==> config.mk <==
export PLATFORM = sky130hd
export DESIGN_NAME = stopwatch_core_flat
export DESIGN_NICKNAME = d
export VERILOG_FILES = /design/src/rtl/stopwatch_if.sv /design/src/rtl/stopwatch_core.sv /design/src/flat_wrapper.sv
export SDC_FILE = /design/constraint.sdc
export NUM_CORES = 1
export LEC_CHECK = 0
export ABC_AREA = 0
export BUFFER_PORTS_ARGS = -buffer_cell sky130_fd_sc_hd__buf_4
export CAP_MARGIN = 20
export CORE_MARGIN = 10
export CORE_UTILIZATION = 45
export CTS_CLUSTER_SIZE = 14
export DETAILED_ROUTE_END_ITERATION = 10
export PLACE_DENSITY = 0.73
export SKIP_CTS_REPAIR_TIMING = 1
export SLEW_MARGIN = 20
export SYNTH_ARGS = -nofsm -noshare
export SYNTH_HDL_FRONTEND = slang
export SYNTH_SLANG_ARGS = --single-unit
==> constraint.sdc <==
create_clock -name clk_100mhz -period 1.6 [get_ports clk_100mhz]
set_input_delay 0.32 -clock clk_100mhz [delete_from_list [all_inputs] [get_ports clk_100mhz]]
set_output_delay 0.32 -clock clk_100mhz [all_outputs]
set_load 0.01 [all_outputs]
==> src/rtl/stopwatch_if.sv <==
// Signal bundle between the tick/button front end and the MM:SS stopwatch core.
// master = stimulus/front-end side, slave = stopwatch_core side.
interface stopwatch_if;
  // No valid/ready here: ticks and pause_pulse are single-cycle enables qualified by clk,
  // adj/sel are levels, and every output is a registered value that is always valid.
  logic       tick_1hz;
  logic       tick_2hz;
  logic       pause_pulse;
  logic       adj;
  logic       sel;
  logic [3:0] min_tens;
  logic [3:0] min_ones;
  logic [3:0] sec_tens;
  logic [3:0] sec_ones;
  logic       paused;
  logic [1:0] adj_field;
  logic [1:0] state_dbg;

  modport master (
    output tick_1hz, tick_2hz, pause_pulse, adj, sel,
    input  min_tens, min_ones, sec_tens, sec_ones, paused, adj_field, state_dbg
  );

  modport slave (
    input  tick_1hz, tick_2hz, pause_pulse, adj, sel,
    output min_tens, min_ones, sec_tens, sec_ones, paused, adj_field, state_dbg
  );
endinterface

==> src/rtl/stopwatch_core.sv <==
// MM:SS BCD stopwatch with pause and per-field adjust, clocked by clk_100mhz with tick enables.
// Optional macro STOPWATCH_WRAP_EN: wrap to 00:00 at MIN_LIMIT:SEC_LIMIT instead of saturating.
module stopwatch_core #(
  parameter int MIN_LIMIT = 59,
  parameter int SEC_LIMIT = 59
) (
  input  logic       clk_100mhz,
  input  logic       rst,
  stopwatch_if.slave sw
);

  localparam logic [7:0] MIN_LIM_BCD = 8'(((MIN_LIMIT / 10) * 16) + (MIN_LIMIT % 10));
  localparam logic [7:0] SEC_LIM_BCD = 8'(((SEC_LIMIT / 10) * 16) + (SEC_LIMIT % 10));

  typedef enum logic [1:0] {
    ST_RUN     = 2'd0,
    ST_HOLD    = 2'd1,
    ST_ADJ_MIN = 2'd2,
    ST_ADJ_SEC = 2'd3
  } state_t;

  state_t     state_q, state_d;
  logic       paused_q, paused_d;
  logic [7:0] min_q, min_d;
  logic [7:0] sec_q, sec_d;
  logic [1:0] adj_field;

  function automatic logic [7:0] bcd_inc(input logic [7:0] v);
    if (v[3:0] == 4'd9) bcd_inc = {v[7:4] + 4'd1, 4'd0};
    else                bcd_inc = {v[7:4], v[3:0] + 4'd1};
  endfunction

  always_ff @(posedge clk_100mhz) begin
    if (rst) begin
      state_q  <= ST_RUN;
      paused_q <= 1'b0;
      min_q    <= 8'h00;
      sec_q    <= 8'h00;
    end else begin
      state_q  <= state_d;
      paused_q <= paused_d;
      min_q    <= min_d;
      sec_q    <= sec_d;
    end
  end

  // Ticks act on the current (registered) state and old paused value; adj and
  // pause_pulse only steer where the state goes next.
  always_comb begin
    state_d  = state_q;
    paused_d = paused_q;
    min_d    = min_q;
    sec_d    = sec_q;

    if (sw.pause_pulse) paused_d = ~paused_q;

    if (sw.adj)          state_d = sw.sel ? ST_ADJ_SEC : ST_ADJ_MIN;
    else if (paused_d)   state_d = ST_HOLD;
    else                 state_d = ST_RUN;

    case (state_q)
      ST_RUN: begin
        if (!sw.adj && sw.tick_1hz) begin
          if (sec_q != SEC_LIM_BCD) begin
            sec_d = bcd_inc(sec_q);
          end else if (min_q != MIN_LIM_BCD) begin
            sec_d = 8'h00;
            min_d = bcd_inc(min_q);
          end else begin
`ifdef STOPWATCH_WRAP_EN
            sec_d = 8'h00;
            min_d = 8'h00;
`else
            sec_d = sec_q;
            min_d = min_q;
`endif
          end
        end
      end
      ST_ADJ_MIN: begin
        if (sw.adj && sw.tick_2hz) min_d = (min_q == MIN_LIM_BCD) ? 8'h00 : bcd_inc(min_q);
      end
      ST_ADJ_SEC: begin
        if (sw.adj && sw.tick_2hz) sec_d = (sec_q == SEC_LIM_BCD) ? 8'h00 : bcd_inc(sec_q);
      end
      default: ;
    endcase
  end

  always_comb begin
    adj_field = 2'b00;
    case (state_q)
      ST_ADJ_MIN: adj_field = 2'b10;
      ST_ADJ_SEC: adj_field = 2'b01;
      default:    adj_field = 2'b00;
    endcase
  end

  assign sw.min_tens  = min_q[7:4];
  assign sw.min_ones  = min_q[3:0];
  assign sw.sec_tens  = sec_q[7:4];
  assign sw.sec_ones  = sec_q[3:0];
  assign sw.paused    = paused_q;
  assign sw.adj_field = adj_field;
  assign sw.state_dbg = state_q;

endmodule
==> src/flat_wrapper.sv <==
// flat-port wrapper written by rule: the top's interface ports become plain ports
module stopwatch_core_flat 
#(
  parameter int MIN_LIMIT = 59,
  parameter int SEC_LIMIT = 59
)
  (clk_100mhz, rst, sw_tick_1hz, sw_tick_2hz, sw_pause_pulse, sw_adj, sw_sel, sw_min_tens, sw_min_ones, sw_sec_tens, sw_sec_ones, sw_paused, sw_adj_field, sw_state_dbg);
  stopwatch_if sw_i ();
  input  logic clk_100mhz;
  input  logic rst;
  input wire logic [$bits(sw_i.tick_1hz)-1:0] sw_tick_1hz;
  input wire logic [$bits(sw_i.tick_2hz)-1:0] sw_tick_2hz;
  input wire logic [$bits(sw_i.pause_pulse)-1:0] sw_pause_pulse;
  input wire logic [$bits(sw_i.adj)-1:0] sw_adj;
  input wire logic [$bits(sw_i.sel)-1:0] sw_sel;
  output wire logic [$bits(sw_i.min_tens)-1:0] sw_min_tens;
  output wire logic [$bits(sw_i.min_ones)-1:0] sw_min_ones;
  output wire logic [$bits(sw_i.sec_tens)-1:0] sw_sec_tens;
  output wire logic [$bits(sw_i.sec_ones)-1:0] sw_sec_ones;
  output wire logic [$bits(sw_i.paused)-1:0] sw_paused;
  output wire logic [$bits(sw_i.adj_field)-1:0] sw_adj_field;
  output wire logic [$bits(sw_i.state_dbg)-1:0] sw_state_dbg;
  assign sw_i.tick_1hz = sw_tick_1hz;
  assign sw_i.tick_2hz = sw_tick_2hz;
  assign sw_i.pause_pulse = sw_pause_pulse;
  assign sw_i.adj = sw_adj;
  assign sw_i.sel = sw_sel;
  assign sw_min_tens = sw_i.min_tens;
  assign sw_min_ones = sw_i.min_ones;
  assign sw_sec_tens = sw_i.sec_tens;
  assign sw_sec_ones = sw_i.sec_ones;
  assign sw_paused = sw_i.paused;
  assign sw_adj_field = sw_i.adj_field;
  assign sw_state_dbg = sw_i.state_dbg;
  stopwatch_core #(.MIN_LIMIT(MIN_LIMIT), .SEC_LIMIT(SEC_LIMIT)) u_core (.clk_100mhz(clk_100mhz), .rst(rst), .sw(sw_i));
endmodule
==> results.py, run 1 <==
metrics = {
    "run_status": {
        "status": "finished, violations left",
        "violations": "negative setup slack",
    },
    "global_routing": {
        "grt_first_pass_wirelength_um": 4140,
        "antenna_found_initial": 0,
        "grtUsageTotal_pct": 11.2,
        "grt_pass1_vias": 940,
        "grt_max_degree": 15,
        "grt.overflow.total": 0,
    },
    "timing": {
        "setup_viol": 3,
        "fin_crit_ns": 1.63,
        "layout_setup_ws_ns": -0.0314,
        "max_freq_mhz": 613,
        "relSlewSlack_pct": 76.6,
        "worst_pin_slew_ns": 0.350,
        "drv_slew": 0,
        "holdWs_ns": 0.219,
        "hold_viol_final": 0,
        "finalSetupTns_ns": -0.0472,
        "fin_crit_sh_pct": 102,
        "clock_skew_ns": 0.0117,
        "rsz0062_at_grt": "yes",
    },
    "setup_path": {
        "critPathCaptureType": "register",
        "start_kind": "register",
        "crit_fanout": 4,
        "crit_type": "reg2reg",
        "cp.required_ns": 1.83,
        "critical_path_arrival_ns": 1.86,
    },
    "synthesis": {
        "ys_seq_area_share_pct": 36.1,
        "syn-cell-area_um2": 1050,
        "synth_commonest_cells": "dfxtp_1, nor2_1, a21oi_1, ha_1, inv_1",
        "ys_warn_count": 0,
        "synth_edf_count": 0,
        "ys_async_sr_fraction_pct": 0,
        "ys_top_cells_by_area": "dfxtp_1, ha_1, nor2_1, a21oi_1, xor2_1",
        "synth.distinct_cells": 39,
        "avgSynthCellArea_um2": 9.02,
        "synth.most_common_cell": "dfxtp_1",
        "synth_top_area_cell": "dfxtp_1",
        "syn-num-nets": 130,
        "synth_ff_type": "dfxtp_1",
        "yosysTopAreaCellShare_pct": 36.1,
        "syn_inst": 117,
        "synth_seq_cells": 19,
    },
    "pwr": {
        "p_sw_uw": 271,
        "switching_share_pct": 29.0,
        "p_per_area_nw_per_um2": 601,
        "ir_worst_vdd_v": 0.000387,
        "leakage_uw": 0.000689,
        "pwr-share-comb_pct": 18.1,
        "p_seq_share_pct": 54.0,
        "internal_power_uw": 663,
        "totalPowerFinal_uw": 933,
        "clkPwrFrac_pct": 27.9,
    },
    "detailed_routing": {
        "antenna_left": 0,
        "viasPerCell": 5.45,
        "routed-via-count": 1052,
        "drt-initial-drc-count": 32,
        "finalWirelength_um": 2980,
        "route.detailed.drc": 0,
        "first_pass_iters": 4,
        "post_drt_wl_per_cell_um": 15.4,
    },
    "finish": {
        "num-nets-final": 179,
        "drive_gt1_share_pct": 47.9,
        "multi_input_area_um2": 754,
        "design_area_um2": 1550,
        "final.fill_count": 187,
        "syn2layout_area_growth_pct": 47.1,
        "n_antenna_cell": 0,
        "fin_util_pct": 70.1,
        "seqCellArea_um2": 389,
    },
    "clock_tree": {
        "clk_latency_ns": 0.32,
        "cts_htree_levels": 1,
        "cts_buffer_depth": 2,
        "cts_root_buffer": "clkbuf_4",
        "clk_pin_slew_ns": 0.12,
        "cts_tree": "built",
        "clkSinkCount": 19,
        "cts_buffers": 3,
    },
    "die": {
        "initial_utilization_pct": 47.7,
        "die_area_um2": 4680,
        "num_io_pins": 28,
        "core-area_um2": 2210,
        "rows": 17,
        "die_w_um": 68.4,
        "die_y_um": 68.4,
    },
    "placement": {
        "portBuffers": 27,
        "placed_cell_area_um2": 1360,
        "globalplace.congestion": 0.783,
        "dp_hpwl_um": 1940,
    },
    "job": {
        "cap_viol_max_count": 0,
    },
    "hold_path": {
        "hold_path_class": "in2reg",
    },
}
[layer usage]
metal | vias up | routed length, µm | track usage, %
met1 | 481 | 1280 | 12.8
li1 | 529 | - | -
met5 | - | 0 | 0
met3 | 7 | 200 | 3.10
met4 | 0 | 60 | 5.53
met2 | 35 | 1440 | 18.8
[sequential cells by signal (all words and copies together) (netlist names)]
register	count
u_core.sw.paused	1
u_core.min_q	8
u_core.sw.state_dbg	2
u_core.sec_q	8
[power groups by stage]
stage | clock network [µW] | logic, µW | registers, µW
detailed placement | 0 | 143 | 511
floorplan | 0 | 65.5 | 521
CTS | 257 | 144 | 500
global route | 280 | 182 | 507
global placement | 0 | 141 | 509
finish | 260 | 169 | 504
[worst paths after layout]
path | from | cells after the start | slack (ns) | to
worst max-delay path | u_core.min_q[5] | 8 | -0.03 | u_core.min_q[2]
worst min-delay path | sw_sel | 3 | 0.22 | u_core.sw.state_dbg[0]
worst max register to register | u_core.min_q[5] | 8 | -0.03 | u_core.min_q[2]
worst min register to register | u_core.sec_q[3] | 2 | 0.54 | u_core.sec_q[3]
[cell usage in the layout (no fill, tap or decap), types with 3 or more instances in the layout]
master,n
buf_4,43
nor2_1,16
dfxtp_1,12
a21oi_1,9
dfxtp_2,7
xor2_1,5
nor3_1,4
inv_2,3
nand2_1,3
nand3_1,3
inv_1,3
ha_4,3
ha_1,3
clkbuf_4,3
[metrics by stage]
stage          setup WS, ns  std cells
3_3_place_gp         0.0174        180
3_5_place_dp        -0.0222        180
2_1_floorplan     -0.000507        117
4_1_cts             -0.0459        184
5_1_grt             -0.0999        193
6_report            -0.0314        193
[area by class of cell]
class	instances	share of cell area, %
Timing Repair Buffer	43	20.8
Clock buffer	3	1.45
Inverter	6	1.45
Clock inverter	1	0.323
Tap cell	28	2.26
Sequential cell	19	25.1
Multi-Input combinational cell	93	48.6
[critical path: stages, from the launching register on]
cell and delay (ns):
dfxtp_2 0.35, inv_2 0.04, ha_4 0.14, and3b_2 0.23, a211oi_4 0.30, buf_4 0.16
o2111ai_1 0.11, xnor2_1 0.15, nor2_1 0.05
[logic make-up after synthesis]
family | Yosys count | synth area share (%)
buffers and inverters | 7 | 2.49
flip-flops | 19 | 36.1
AND/OR/NAND/NOR | 48 | 28.1
adder cells (fa/ha/maj) | 6 | 7.12
multiplexers | 2 | 1.90
XOR/XNOR | 7 | 5.81
AO/OA/AOI/OAI | 28 | 18.5
Note: power is estimated with default switching activity, not from simulation.
==> run 2: changes to the inputs <==
--- a/config.mk
+++ b/config.mk
@@ -9,10 +9,10 @@
 export BUFFER_PORTS_ARGS = -buffer_cell sky130_fd_sc_hd__buf_4
 export CAP_MARGIN = 20
 export CORE_MARGIN = 10
-export CORE_UTILIZATION = 45
+export CORE_UTILIZATION = 46
 export CTS_CLUSTER_SIZE = 14
 export DETAILED_ROUTE_END_ITERATION = 10
-export PLACE_DENSITY = 0.73
+export PLACE_DENSITY = 0.74
 export SKIP_CTS_REPAIR_TIMING = 1
 export SLEW_MARGIN = 20
 export SYNTH_ARGS = -nofsm -noshare
==> run 2 against run 1 <==
The flow now finishes without violations. Worst hold slack better by 0.020 ns. Clock skew down 0.0087 ns. Highest routed layer unchanged. Critical endpoint is now u_core.sec_q[5]. Cell count down 3.1%. Worst setup slack better by 0.046 ns. Wire length down 11%. Combinational power down 7%.
==> results.py, run 2 (synthesis results as in run 1) <==
metrics = {
    "run_status": {
        "status": "completed",
    },
    "timing": {
        "clock_skew_ns": 0.00298,
        "worst_pin_slew_ns": 0.471,
        "fin_crit_ns": 1.59,
        "relSlewSlack_pct": 68.5,
        "rsz0062_at_grt": "yes",
        "fin_crit_sh_pct": 99.1,
        "setup_viol": 0,
        "max_freq_mhz": 631,
        "hold_viol_final": 0,
        "drv_slew": 0,
    },
    "setup_path": {
        "cp_cell_sequence": "inv_2, ha_2, and3b_2, and2_1, a31o_4, o21ai_1, a21oi_1",
        "start_kind": "register",
        "crit_fanout": 7,
        "cp.required_ns": 1.79,
        "slowest_stage": "dfxtp_2",
        "critPathMaxStageDelay_ns": 0.35,
        "critPathCaptureType": "register",
        "crit_type": "reg2reg",
        "critical_path_arrival_ns": 1.78,
    },
    "detailed_routing": {
        "first_pass_iters": 4,
        "finalWirelength_um": 2670,
        "drt-initial-drc-count": 32,
        "viasPerCell": 5.59,
        "routed-via-count": 1046,
        "route.detailed.drc": 0,
        "post_drt_wl_per_cell_um": 14.3,
        "antenna_left": 0,
    },
    "placement": {
        "portBuffers": 27,
        "globalplace.congestion": 0.791,
        "dp_hpwl_um": 1980,
        "placedCellCount": 181,
    },
    "global_routing": {
        "grt_pass1_vias": 971,
        "grt_first_pass_wirelength_um": 4260,
        "grtUsageTotal_pct": 11.6,
        "grt_max_degree": 15,
        "antenna_found_initial": 0,
        "grt.overflow.total": 0,
    },
    "pwr": {
        "ir_worst_vdd_v": 0.000534,
        "leakage_uw": 0.000650,
        "p_per_area_nw_per_um2": 623,
    },
    "finish": {
        "drive_gt1_share_pct": 41.5,
        "mostFrequentLayoutCell": "buf_4",
        "layoutNonFillerInstCount": 187,
        "num-nets-final": 173,
        "syn2layout_area_growth_pct": 37.8,
        "n_antenna_cell": 0,
        "fin_util_pct": 66.4,
        "mostFrequentLayoutCells": "buf_4, nor2_1, dfxtp_1, a21oi_1, xor2_1",
    },
    "clock_tree": {
        "cts_htree_levels": 1,
        "clkSinkCount": 19,
        "cts_buffers": 3,
        "cts_root_buffer": "clkbuf_4",
        "cts_tree": "built",
        "clk_latency_ns": 0.30,
        "cts_buffer_depth": 2,
        "clk_pin_slew_ns": 0.11,
    },
    "hold_path": {
        "hold_path_class": "in2reg",
    },
    "job": {
        "cap_viol_max_count": 0,
    },
    "die": {
        "die_w_um": 67.9,
        "num_io_pins": 28,
        "core-area_um2": 2190,
        "rows": 17,
        "die_y_um": 67.9,
        "die_area_um2": 4610,
        "initial_utilization_pct": 48.1,
    },
}
## run 2: cell count changes in the layout (fill, tap and decap cells not counted), sizes merged
cell    change
clkinv      -1
clkbuf      +1
buf         -5
nand3b      -1
## run 2: metrics by stage
step	worst slack, ns	setup TNS [ns]	area (µm²)	total power (µW)	hold slack [ns]
2_1_floorplan	-0.000507	-0.000507	1060	586	0.390
3_3_place_gp	0.0309	0	1370	651	0.505
3_5_place_dp	-0.0357	-0.0536	1370	655	0.515
4_1_cts	-0.0312	-0.0767	1400	900	0.243
5_1_grt	-0.0988	-0.595	1450	941	0.251
6_report	0.0150	0	1450	906	0.239
## run 2: per-layer routing
layer	vias up	global-route usage, %	share of wire, %
met1	490	12.8	43
met2	34	20.1	49
met4	0	5.53	2.1
li1	515	-	-
met3	7	3.10	5.5
met5	-	0	0
## run 2: final cells by class
class,instances,area (µm²)
Clock buffer,4,26.3
Sequential cell,19,384
Timing Repair Buffer,38,285
Tap cell,28,35.0
Multi-Input combinational cell,92,701
Fill cell,178,737
Inverter,6,22.5
## run 2: critical path: cells and delay by family (launching register included)
kind                     cells  cell delay (ns)
AO/OA/AOI/OAI                3             0.51
adder cells (fa/ha/maj)      1             0.15
buffers and inverters        1             0.03
flip-flops                   1             0.35
AND/OR/NAND/NOR              2             0.44
## run 2: final timing paths
| check | from | to | slack (ns) | depth (start not counted) |
|---|---|---|---|---|
| setup / recovery | u_core.min_q[5] | u_core.sec_q[5] | 0.01 | 7 |
| hold / removal | sw_adj | u_core.sw.state_dbg[0] | 0.24 | 2 |
| setup reg to reg | u_core.min_q[5] | u_core.sec_q[5] | 0.01 | 7 |
| hold reg to reg | u_core.sec_q[7] | u_core.sec_q[7] | 0.53 | 2 |
## run 2: where the power goes
part           switching (µW)  internal, µW  leakage, µW  total [µW]
logic                    82.8          74.9     0.000480         158
registers                12.7           486     0.000155         499
clock network             152          97.1    0.0000150         249
